## config.mk

```make
export PLATFORM = sky130hd
export DESIGN_NAME = uart_tx_arbiter
export DESIGN_NICKNAME = d
export VERILOG_FILES = /design/src/rtl/uart_tx_arbiter.sv
export SDC_FILE = /design/constraint.sdc
export NUM_CORES = 1
export LEC_CHECK = 0
export ABC_AREA = 1
export CORE_MARGIN = 8
export CORE_UTILIZATION = 45
export CTS_CLUSTER_DIAMETER = 60
export DETAILED_ROUTE_END_ITERATION = 10
export DONT_BUFFER_PORTS = 1
export PLACE_DENSITY = 0.65
export RECOVER_POWER = 25
export SYNTH_ARGS = -nofsm -noshare
export SYNTH_HDL_FRONTEND = slang
export SYNTH_SLANG_ARGS = --single-unit
```

## constraint.sdc

```tcl
create_clock -name clk -period 4.2 [get_ports clk]
set_clock_uncertainty 0.2 [all_clocks]
set_input_delay 0.63 -clock clk [delete_from_list [all_inputs] [get_ports clk]]
set_output_delay 0.63 -clock clk [all_outputs]
set_load 0.005 [all_outputs]
```

## src/rtl/uart_tx_arbiter.sv

```systemverilog
// Round-robin arbiter sharing one uart_tx among N_REQ byte producers.
// A requester keeps the UART across a packet until it sends a byte marked last.
module uart_tx_arbiter #(
    parameter int N_REQ        = 4,
    parameter int BUSY_TIMEOUT = 16,
    localparam int IDW         = (N_REQ <= 2) ? 1 : $clog2(N_REQ)
) (
    input  logic               clk,
    input  logic               rst_n,
    input  logic [N_REQ-1:0]   req_valid_i,
    input  logic [8*N_REQ-1:0] req_data_i,
    input  logic [N_REQ-1:0]   req_last_i,
    output logic [N_REQ-1:0]   req_ready_o,
    output logic               start_trigger_o,
    output logic [7:0]         tx_data_o,
    input  logic               tx_busy_i,
    output logic [IDW-1:0]     grant_id_o,
    output logic               locked_o,
    output logic               err_timeout_o
);

    localparam int CNT_W = (BUSY_TIMEOUT <= 2) ? 1 : $clog2(BUSY_TIMEOUT);
    localparam logic [CNT_W-1:0] CNT_LAST = CNT_W'(BUSY_TIMEOUT - 1);

    typedef enum logic [1:0] {
        ARB       = 2'd0,
        LAUNCH    = 2'd1,
        WAIT_BUSY = 2'd2,
        WAIT_DONE = 2'd3
    } state_t;

    state_t           state_q, state_d;
    logic [7:0]       tx_data_q, tx_data_d;
    logic [IDW-1:0]   grant_q, grant_d;
    logic             locked_q, locked_d;
    logic [CNT_W-1:0] cnt_q, cnt_d;

    logic             win_found;
    logic [IDW-1:0]   win_idx;
    logic [7:0]       win_data;
    logic [N_REQ-1:0] ready;

    // Search starts just after the last grant; under lock only the owner qualifies.
    always_comb begin
        int cand;
        win_found = 1'b0;
        win_idx   = grant_q;
        win_data  = 8'h00;
        cand      = 0;
        for (int k = 1; k <= N_REQ; k++) begin
            cand = int'(grant_q) + k;
            if (cand >= N_REQ) begin
                cand = cand - N_REQ;
            end
            if (!win_found && req_valid_i[cand] &&
                (!locked_q || cand == int'(grant_q))) begin
                win_found = 1'b1;
                win_idx   = IDW'(cand);
                win_data  = req_data_i[8*cand +: 8];
            end
        end
    end

    always_comb begin
        state_d         = state_q;
        tx_data_d       = tx_data_q;
        grant_d         = grant_q;
        locked_d        = locked_q;
        cnt_d           = cnt_q;
        ready           = '0;
        start_trigger_o = 1'b0;
        err_timeout_o   = 1'b0;
        case (state_q)
            ARB: begin
                if (win_found) begin
                    ready[win_idx] = 1'b1;
                    tx_data_d      = win_data;
                    grant_d        = win_idx;
                    locked_d       = ~req_last_i[win_idx];
                    state_d        = LAUNCH;
                end
            end
            LAUNCH: begin
                start_trigger_o = 1'b1;
                cnt_d           = '0;
                state_d         = WAIT_BUSY;
            end
            WAIT_BUSY: begin
                if (tx_busy_i) begin
                    state_d = WAIT_DONE;
                end else if (cnt_q == CNT_LAST) begin
                    // The byte is dropped; the lock is released so others are not starved.
                    err_timeout_o = 1'b1;
                    locked_d      = 1'b0;
                    state_d       = ARB;
                end else begin
                    cnt_d = cnt_q + 1'b1;
                end
            end
            WAIT_DONE: begin
                if (!tx_busy_i) begin
                    state_d = ARB;
                end
            end
            default: state_d = ARB;
        endcase
    end

    // Held in reset, ARB must not acknowledge a requester.
    assign req_ready_o = ready & {N_REQ{rst_n}};
    assign tx_data_o   = tx_data_q;
    assign grant_id_o  = grant_q;
    assign locked_o    = locked_q;

    always_ff @(posedge clk or negedge rst_n) begin
        if (!rst_n) begin
            state_q   <= ARB;
            tx_data_q <= 8'h00;
            grant_q   <= IDW'(N_REQ - 1);
            locked_q  <= 1'b0;
            cnt_q     <= '0;
        end else begin
            state_q   <= state_d;
            tx_data_q <= tx_data_d;
            grant_q   <= grant_d;
            locked_q  <= locked_d;
            cnt_q     <= cnt_d;
        end
    end

endmodule

```

==> results.py, run 1 <==
metrics = {
    "status": {
        "outcome": "completed",
    },
    "floorplanning": {
        "io_pins": 60,
        "die_w_um": 88.1,
        "core-area_mm2": 0.00507,
        "die-height_um": 88.1,
        "initial_core_util": 0.462,
        "fp.dieArea_mm2": 0.00777,
        "core.rowCount": 26,
    },
    "clock_network": {
        "post_cts_resize_count": 0,
        "cts-root-buf": "clkbuf_8",
        "htreeDepth": 1,
        "clkSlewWorstSetupHoldPaths_ns": 0.06,
        "clk_latency_ns": 0.25,
        "cts_made_buffers": 3,
        "clock-sinks": 17,
        "cts_buffer_depth": 2,
        "cts_tree": "done",
        "cts_setup_buffers": 0,
    },
    "synth": {
        "ys_ff_latch": 17,
        "synth.distinct_cells": 35,
        "synth_top_area_frac": 0.252,
        "synth_fp_nets": 466,
        "synthTopCellsByArea": "nand2_1 (25%), dfrtp_1 (16%), o21ai_0 (13%)",
        "syn_avg_cell_area_um2": 5.62,
        "synth_edf_count": 0,
        "ys_async_sr_fraction": 1.00,
        "yosysWarnings": 0,
        "synth_cells": 417,
        "yosysSeqAreaShare": 0.183,
        "ys.flop_type": "dfrtp_1",
        "synth_area_mm2": 0.00234,
        "yosys.area.top_type": "nand2_1",
    },
    "min_path": {
        "hp-class": "in -> async",
    },
    "placed_design": {
        "io_buffers": 0,
        "gp_congestion": 0.895,
        "dp_hpwl_um": 4970,
        "dp_cells": 469,
    },
    "timing": {
        "layout_worst_path_cycle_share": 0.887,
        "rsz0062_at_grt": "no",
        "max_slew.worst_pin.slew_ns": 0.832,
        "setup_viol": 0,
        "min_period_ns": 3.73,
        "fmax_ghz": 0.268,
        "hold_violations": 0,
        "tns_ns": 0,
        "slew_violations": 0,
        "max-slew-margin-rel": 0.443,
    },
    "finish": {
        "syn_to_final_growth_pct": 3.47,
        "layout-drive-gt1-share": 0.0617,
        "layoutNonFillerInstCount": 475,
        "nNetsFinal": 455,
        "antennaDiodeCount": 0,
    },
    "setup_path": {
        "end_kind": "output port",
        "required_ns": 3.37,
        "path_max_fanout": 16,
        "critPathKind": "reg -> out",
        "cp.arrival_ns": 2.90,
        "start_kind": "register",
    },
    "detailed_routing": {
        "drtAntennaViolNets": 0,
        "post_drt_wl_per_cell_um": 14.2,
        "vias": 2620,
        "vias_per_cell": 5.52,
        "drc_errors": 0,
        "drtPass1Iterations": 4,
        "wirelength_um": 6720,
        "drt_iter0_drc": 172,
    },
    "global_routing": {
        "antenna_found_initial": 0,
        "grt_pass1_vias": 2371,
        "gr-usage-all-layers": 0.176,
        "overflow": 0,
        "grt_max_degree": 72,
        "grt_pass1_wl_um": 11100,
    },
    "flow_run": {
        "maxCapViolations": 0,
    },
    "pwr": {
        "ir_drop_mv": 0.430,
        "power_density_mw_per_mm2": 920,
        "finalPower_mw": 2.23,
        "p_leak_nw": 1.19,
    },
}
## synthesized netlist by cell type (5+ instances only)
library cell	instances
nor2_1	41
nand4_1	5
dfrtp_1	15
clkbuf_1	14
ha_1	6
inv_1	33
o21ai_0	60
o2111ai_1	5
nor3_1	6
nand3_1	20
nand2_1	157
o211ai_1	9
a21oi_1	8
## layer usage
layer / global-route usage / vias to the layer above / wire length, um
met5: 0 / - / 0
met4: 0.0522 / 0 / 88
met3: 0.0600 / 8 / 693
met2: 0.282 / 100 / 3000
met1: 0.217 / 1166 / 2940
li1: - / 1346 / -
## critical path: stages (launching register included)
cell	delay [ns]
dfstp_2	0.53
inv_1	0.18
ha_1	0.45
inv_1	0.10
nand3_2	0.12
nand3_4	0.19
nand3_4	0.21
nand3_4	0.11
o21ai_4	0.38
inv_2	0.18
nand3b_1	0.14
nor2_1	0.06
## through the flow
step	setup slack (ns)	instance area [um^2]	utilization	hold slack, ns
after detailed placement	0.761	2360	0.464	0.135
after global routing	0.243	2420	0.478	0.00457
after CTS	0.468	2410	0.476	0.00619
after floorplan	0.959	2340	-	0.134
final	0.473	2420	0.478	0.0164
after global placement	0.898	2360	0.464	0.135
## cell type report
class,count,area (um^2)
multi-input combinational,342,1670
sequential,17,428
clock inverter,1,5.00
timing repair buffer,7,57.6
clock buffer,3,41.3
fill,557,2650
inverter,35,131
tap,70,87.6
## report_power, final
part | total, mW | leakage, nW | internal (mW) | switching, mW
clock | 0.123 | 0.0255 | 0.0659 | 0.0574
combinational | 1.80 | 0.956 | 0.568 | 1.23
sequential | 0.311 | 0.212 | 0.246 | 0.0657
total | 2.23 | 1.19 | 0.880 | 1.35
## sequential cells by signal, summed over array words and instances (netlist names)
name        flops
cnt_q           4
state_q         2
locked_o        1
grant_id_o      2
tx_data_o       8
## cells by family (layout without fill, tap and decap cells)
kind of cell    after synthesis  after routing  synth area share
flops                        17             17             0.183
mux                           4              4            0.0171
buf+inv                      58             46             0.103
compound gates               91             91             0.222
simple gates                241            241             0.443
fa+ha+maj                     6              6            0.0321
## cell usage in the layout, fill, tap and decap left out, types with 2 or more instances in the layout
| cell | n |
|---|---|
| clkbuf_8 | 3 |
| nor3_1 | 6 |
| o211ai_1 | 9 |
| inv_2 | 2 |
| nor2_1 | 41 |
| nand3_1 | 20 |
| o21ai_1 | 3 |
| mux2i_1 | 4 |
| dlygate4sd3_1 | 2 |
| nand3_4 | 3 |
| inv_1 | 33 |
| dfstp_2 | 2 |
| o2111ai_1 | 5 |
| dfrtp_1 | 15 |
| ha_1 | 6 |
| nand4_1 | 5 |
| nand3_2 | 3 |
| buf_4 | 5 |
| nand2_1 | 157 |
| o21ai_0 | 60 |
| a21oi_1 | 8 |
## worst paths after layout
path,from,to,slack (ns),cells past startpoint
min in group clk,tx_data_o[2],tx_data_o[2],0.32,2
min,rst_n,grant_id_o[1],0.02,0
max in group asynchronous,rst_n,tx_data_o[0],2.73,1
max reg2reg,grant_id_o[1],tx_data_o[3],1.17,13
max,grant_id_o[1],req_ready_o[3],0.47,11
min reg2reg,tx_data_o[2],tx_data_o[2],0.32,2
## what timing repair did
| item | CTS | global route |
|---|---|---|
| hold buffers | 1 | 1 |
| setup endpoints to repair | 0 | 0 |
| hold endpoints to repair | 15 | 1 |
(Power assumes the default switching activity.)
==> run 2, diff against run 1 <==
--- a/config.mk
+++ b/config.mk
@@ -6,6 +6,7 @@
 export NUM_CORES = 1
 export LEC_CHECK = 0
 export ABC_AREA = 1
+export CAP_MARGIN = 20
 export CORE_MARGIN = 8
 export CORE_UTILIZATION = 45
 export CTS_CLUSTER_DIAMETER = 60
@@ -13,6 +14,7 @@
 export DONT_BUFFER_PORTS = 1
 export PLACE_DENSITY = 0.65
 export RECOVER_POWER = 25
+export SLEW_MARGIN = 20
 export SYNTH_ARGS = -nofsm -noshare
 export SYNTH_HDL_FRONTEND = slang
 export SYNTH_SLANG_ARGS = --single-unit
==> constraint.sdc (replaced) <==
create_clock -name clk -period 4.2 [get_ports clk]
set_clock_uncertainty 0.2 [all_clocks]
set_input_delay 0.84 -clock clk [delete_from_list [all_inputs] [get_ports clk]]
set_output_delay 0.84 -clock clk [all_outputs]
set_load 0.005 [all_outputs]
==> run 2 against run 1 <==
Non-clock buffer count shrank 2. Combinational power about the same. Routed wire length shrank 0.54%. Worst hold slack gained 0.056 ns. Global-route usage is 0.49 points lower. Critical endpoint unchanged. Power down 0.27%. Critical path type unchanged. Register-to-register slack improved by 0.02 ns. Worst setup slack worse by 0.18 ns. Critical path depth stayed put. Design area decreased by 0.83%. Maximum frequency fell by 4.6%.
==> results.py, run 2 (synthesis results as in run 1) <==
metrics = {
    "global_routing": {
        "grt_pass1_wl_um": 10800,
        "antenna_found_initial": 0,
        "overflow": 0,
        "grt_pass1_vias": 2271,
        "grt_max_degree": 72,
        "gr-usage-all-layers": 0.171,
    },
    "timing": {
        "rsz0062_at_grt": "no",
        "tns_ns": 0,
        "slew_violations": 0,
        "hold_violations": 0,
        "max-slew-margin-rel": 0.468,
        "layout_worst_path_cycle_share": 0.930,
        "max_slew.worst_pin.slew_ns": 0.795,
        "fmax_ghz": 0.256,
        "setup_viol": 0,
        "min_period_ns": 3.91,
    },
    "finish": {
        "antennaDiodeCount": 0,
        "layoutNonFillerInstCount": 473,
        "layout-drive-gt1-share": 0.0620,
        "fin_area_mm2": 0.00240,
        "seqCellArea_um2": 428,
        "multi_input_area_mm2": 0.00167,
        "nNetsFinal": 453,
        "syn_to_final_growth_pct": 2.62,
        "nFillCells": 569,
        "layout_commonest_cell": "nand2_1",
        "largest_reg_flops": 8,
        "final_cell_mix": "nand2_1 (157), o21ai_0 (60), nor2_1 (41)",
    },
    "clock_network": {
        "cts_made_buffers": 3,
        "clkSlewWorstSetupHoldPaths_ns": 0.07,
        "post_cts_resize_count": 0,
        "cts-root-buf": "clkbuf_8",
        "clock-sinks": 17,
        "cts_tree": "done",
        "htreeDepth": 1,
        "cts_setup_buffers": 0,
        "ctsHoldBuffers": 0,
        "cts_buffer_depth": 2,
        "clk_latency_ns": 0.25,
    },
    "setup_path": {
        "end_kind": "output port",
        "critPathKind": "reg -> out",
        "path_max_fanout": 16,
        "start_kind": "register",
        "required_ns": 3.16,
        "cp.arrival_ns": 2.87,
    },
    "pwr": {
        "ir_drop_mv": 0.358,
        "p_sw_mw": 1.35,
        "power.internal_mw": 0.879,
        "clockPowerShare": 0.056,
        "seqPwrFrac": 0.140,
        "combPwrFrac": 0.804,
        "p_leak_nw": 1.19,
        "sw_frac_of_total": 0.605,
        "finalPower_mw": 2.22,
        "power_density_mw_per_mm2": 925,
    },
    "detailed_routing": {
        "vias_per_cell": 5.45,
        "post_drt_wl_per_cell_um": 14.1,
        "drtPass1Iterations": 5,
        "drtAntennaViolNets": 0,
        "vias": 2577,
        "wirelength_um": 6690,
        "drt_iter0_drc": 168,
        "drc_errors": 0,
    },
    "status": {
        "outcome": "completed",
    },
    "floorplanning": {
        "core.rowCount": 26,
        "die-height_um": 88.1,
        "initial_core_util": 0.462,
        "die_w_um": 88.1,
        "io_pins": 60,
        "core-area_mm2": 0.00507,
        "fp.dieArea_mm2": 0.00777,
    },
    "placed_design": {
        "dp_cells": 469,
        "dp_hpwl_um": 5010,
        "io_buffers": 0,
        "gp_congestion": 0.890,
        "dpl_cell_area_mm2": 0.00236,
    },
    "flow_run": {
        "maxCapViolations": 0,
    },
    "min_path": {
        "hp-class": "in -> async",
    },
}
## run 2: cell types whose count changed in the layout (fill, tap and decap cells not counted), sizes merged
cell         previous run  this run
dlygate4sd3             2         0
## run 2: final cells by class
type / instances / share of cell area
clock buffer: 3 / 0.0172
clock inverter: 1 / 0.00208
timing repair buffer: 5 / 0.0156
sequential: 17 / 0.178
inverter: 35 / 0.0547
multi-input combinational: 342 / 0.696
tap: 70 / 0.0364
## run 2: path summary, 6_finish.rpt
path,startpoint,cells after the start,slack [ns],end
max,grant_id_o[1],11,0.29,req_ready_o[3]
min,rst_n,0,0.07,cnt_q[2]
max reg2reg,grant_id_o[1],13,1.19,tx_data_o[3]
min reg2reg,tx_data_o[7],2,0.32,tx_data_o[7]
max in group asynchronous,rst_n,0,3.55,grant_id_o[1]
min in group clk,tx_data_o[7],2,0.32,tx_data_o[7]
## run 2: layer usage
metal,track usage,vias up,wire [um]
met1,0.218,1120,2930
met2,0.275,103,3010
met4,0.0415,0,72
met5,0,-,0
li1,-,1345,-
met3,0.0516,9,676
## run 2: metrics by stage
stage / util / setup slack, ns / hold WS [ns]
after floorplan: - / 0.749 / 0.272
after global placement: 0.464 / 0.688 / 0.313
after detailed placement: 0.464 / 0.568 / 0.309
after CTS: 0.474 / 0.278 / 0.0657
after global routing: 0.474 / 0.0471 / 0.0587
final: 0.474 / 0.292 / 0.0719
## run 2: critical path, stage by stage, from the launching register on
cell and delay, ns:
dfstp_2 0.53, inv_1 0.18, ha_1 0.43, inv_1 0.09, nand3_2 0.12, nand3_4 0.19
nand3_4 0.20, nand3_4 0.11, o21ai_4 0.36, inv_2 0.17, nand3b_1 0.14, nor2_1 0.07
## run 2: power by group through the flow
| stage | combinational (mW) | sequential, mW | clock (mW) |
|---|---|---|---|
| finish | 1.79 | 0.311 | 0.125 |
| global route | 2.05 | 0.326 | 0.134 |
| CTS | 1.78 | 0.313 | 0.127 |
| detailed placement | 1.77 | 0.317 | 0 |
| global placement | 1.76 | 0.315 | 0 |
| floorplan | 1.46 | 0.302 | 0 |
==> run 3, diff against run 2 <==
--- a/config.mk
+++ b/config.mk
@@ -11,9 +11,9 @@
 export CORE_UTILIZATION = 45
 export CTS_CLUSTER_DIAMETER = 60
 export DETAILED_ROUTE_END_ITERATION = 10
-export DONT_BUFFER_PORTS = 1
-export PLACE_DENSITY = 0.65
+export PLACE_DENSITY = 0.79
 export RECOVER_POWER = 25
+export SETUP_SLACK_MARGIN = 0.05
 export SLEW_MARGIN = 20
 export SYNTH_ARGS = -nofsm -noshare
 export SYNTH_HDL_FRONTEND = slang
==> constraint.sdc (replaced) <==
create_clock -name clk -period 4.7 [get_ports clk]
set_clock_uncertainty 0.2 [all_clocks]
set_input_delay 0.94 -clock clk [delete_from_list [all_inputs] [get_ports clk]]
set_output_delay 0.94 -clock clk [all_outputs]
set_load 0.005 [all_outputs]
==> run 3 against run 2 <==
Routed wire length rose by 4.2%. Critical path depth rose by 1. Non-clock buffer count rose by 61. Global-route usage rose by 0.98 points. Worst setup slack improved by 0.036 ns. Cell count rose by 13%. Sequential share of layout area fell by 3.6 points. Clock power fell by 14%. First-iteration DRC count rose by 3.6%. Largest power group unchanged.
==> results.py, run 3 (synthesis results as in run 1) <==
metrics = {
    "status": {
        "outcome": "completed",
    },
    "setup_path": {
        "end_kind": "output port",
        "required_ns": 3.56,
        "r2r_slack_ns": 1.62,
        "rr_startpoint": "grant_id_o[1]",
        "cp.buffers_inverters": 4,
        "crit_path_cell_trace": "inv_1 > ha_1 > inv_1 > nand3_2 > nand3_4 > nand3_4 > nand3_4 > o21ai_4 > inv_2 > nand3b_1 > nor2_1 > clkdlybuf4s50_1",
        "slowest_stage": "dfstp_2",
        "worstRegToRegCells": 13,
        "path_max_fanout": 12,
        "critPathKind": "reg -> out",
        "start_kind": "register",
        "r2r_end": "tx_data_o[3]",
        "cp_num_cells": 12,
        "cpMostUsedCell": "nand3_4",
        "crit_family": "buffers and inverters",
        "crit_path_max_incr_delay_ns": 0.53,
        "cp.arrival_ns": 3.23,
    },
    "timing": {
        "hold_violations": 0,
        "max_slew.worst_pin.slew_ns": 0.979,
        "slew_violations": 0,
        "min_period_ns": 4.37,
        "layout_worst_path_cycle_share": 0.930,
        "fmax_ghz": 0.229,
        "setup_viol": 0,
        "tns_ns": 0,
        "rsz0062_at_grt": "no",
        "max-slew-margin-rel": 0.348,
    },
    "clock_network": {
        "ctsHoldBuffers": 0,
        "cts_tree": "done",
        "htreeDepth": 1,
        "cts_buffer_depth": 2,
        "clkSlewWorstSetupHoldPaths_ns": 0.06,
        "post_cts_resize_count": 0,
        "clk_latency_ns": 0.25,
        "cts_setup_buffers": 0,
        "cts-root-buf": "clkbuf_8",
        "clock-sinks": 17,
        "cts_made_buffers": 3,
    },
    "global_routing": {
        "antenna_found_initial": 0,
        "grt_pass1_vias": 2702,
        "grt_max_degree": 73,
        "grt_pass1_wl_um": 11600,
        "grt_util_met3": 0.0394,
        "gr-usage-all-layers": 0.181,
        "use_met1": 0.214,
        "overflow": 0,
        "grt_use_met2": 0.321,
        "top_usage_layer": "met2",
    },
    "pwr": {
        "p_sw_mw": 1.24,
        "sw_frac_of_total": 0.577,
        "power_density_mw_per_mm2": 714,
        "combPwrFrac": 0.824,
        "seqPwrFrac": 0.126,
        "clockPowerShare": 0.050,
        "power.internal_mw": 0.908,
        "p_leak_nw": 1.42,
        "ir_drop_mv": 0.286,
    },
    "detailed_routing": {
        "drtAntennaViolNets": 0,
        "drc_errors": 0,
        "drtPass1Iterations": 5,
        "vias": 2854,
        "vias_per_cell": 5.34,
        "post_drt_wl_per_cell_um": 13.1,
        "wirelength_um": 6970,
        "drt_iter0_drc": 174,
    },
    "floorplanning": {
        "core-area_mm2": 0.00507,
        "initial_core_util": 0.462,
        "die_w_um": 88.1,
        "core.rowCount": 26,
        "die-height_um": 88.1,
        "io_pins": 60,
        "fp.dieArea_mm2": 0.00777,
    },
    "finish": {
        "nNetsFinal": 514,
        "syn_to_final_growth_pct": 28.3,
        "layoutNonFillerInstCount": 534,
        "antennaDiodeCount": 0,
        "layout_commonest_cell": "nand2_1",
        "layout-drive-gt1-share": 0.0560,
        "largest_reg_flops": 8,
        "final_cell_mix": "nand2_1 (157), o21ai_0 (60), clkdlybuf4s50_1 (58)",
    },
    "min_path": {
        "hp-class": "reg -> reg",
        "hold_end": "tx_data_o[1]",
        "hold_path_depth": 2,
        "min-delay-start": "tx_data_o[1]",
    },
    "placed_design": {
        "dp_cells": 530,
        "gp_congestion": 0.852,
        "io_buffers": 59,
        "dp_hpwl_um": 5190,
    },
    "flow_run": {
        "maxCapViolations": 0,
    },
}
run 3: cell count changes in the layout (fill, tap and decap cells not counted):
cell	previous run	this run
clkbuf_1	0	1
clkdlybuf4s50_1	0	58
buf_4	5	6
dlygate4sd3_1	0	1
run 3: area by class of cell:
cell class                 instances  area [um^2]
multi-input combinational        342         1670
timing repair buffer              66          639
inverter                          35          131
sequential                        17          428
fill                             525         2070
clock buffer                       3         41.3
clock inverter                     1         5.00
tap                               70         87.6
run 3: worst min-delay path, stage by stage (launching register included):
cell and delay [ns]:
dfrtp_1 0.34, nand2_1 0.05, nand2_1 0.06
run 3: per-stage QoR:
step	util	hold slack [ns]	power [mW]	instance area, um^2	worst slack, ns
floorplan	-	0.272	1.58	2340	1.15
global placement	0.584	0.267	1.99	2960	0.522
detailed placement	0.584	0.270	2.03	2960	0.407
CTS	0.593	0.285	2.14	3010	0.345
global route	0.592	0.303	2.40	3010	0.123
finish	0.592	0.282	2.14	3010	0.328
run 3: worst max-delay path by stage:
stage                         startpoint             end  slack, ns
final                      grant_id_o[1]  req_ready_o[3]       0.33
after global routing       grant_id_o[1]  req_ready_o[3]       0.12
after CTS                  grant_id_o[1]  req_ready_o[3]       0.35
after detailed placement  req_valid_i[3]  req_ready_o[3]       0.41
after floorplan            grant_id_o[1]  req_ready_o[1]       1.15
after global placement    req_valid_i[3]  req_ready_o[0]       0.52
run 3: per-layer routing:
metal | vias to the layer above | wire [um] | part of all wire
met5 | - | 0 | 0
li1 | 1459 | - | -
met2 | 101 | 3450 | 0.50
met1 | 1286 | 2930 | 0.42
met3 | 8 | 533 | 0.076
met4 | 0 | 58 | 0.0083
run 3: power groups by stage:
stage	Clock [mW]	Sequential (mW)	Combinational (mW)
finish	0.108	0.271	1.77
global route	0.118	0.280	2.00
CTS	0.112	0.272	1.76
detailed placement	0	0.273	1.75
global placement	0	0.273	1.72
floorplan	0	0.270	1.31
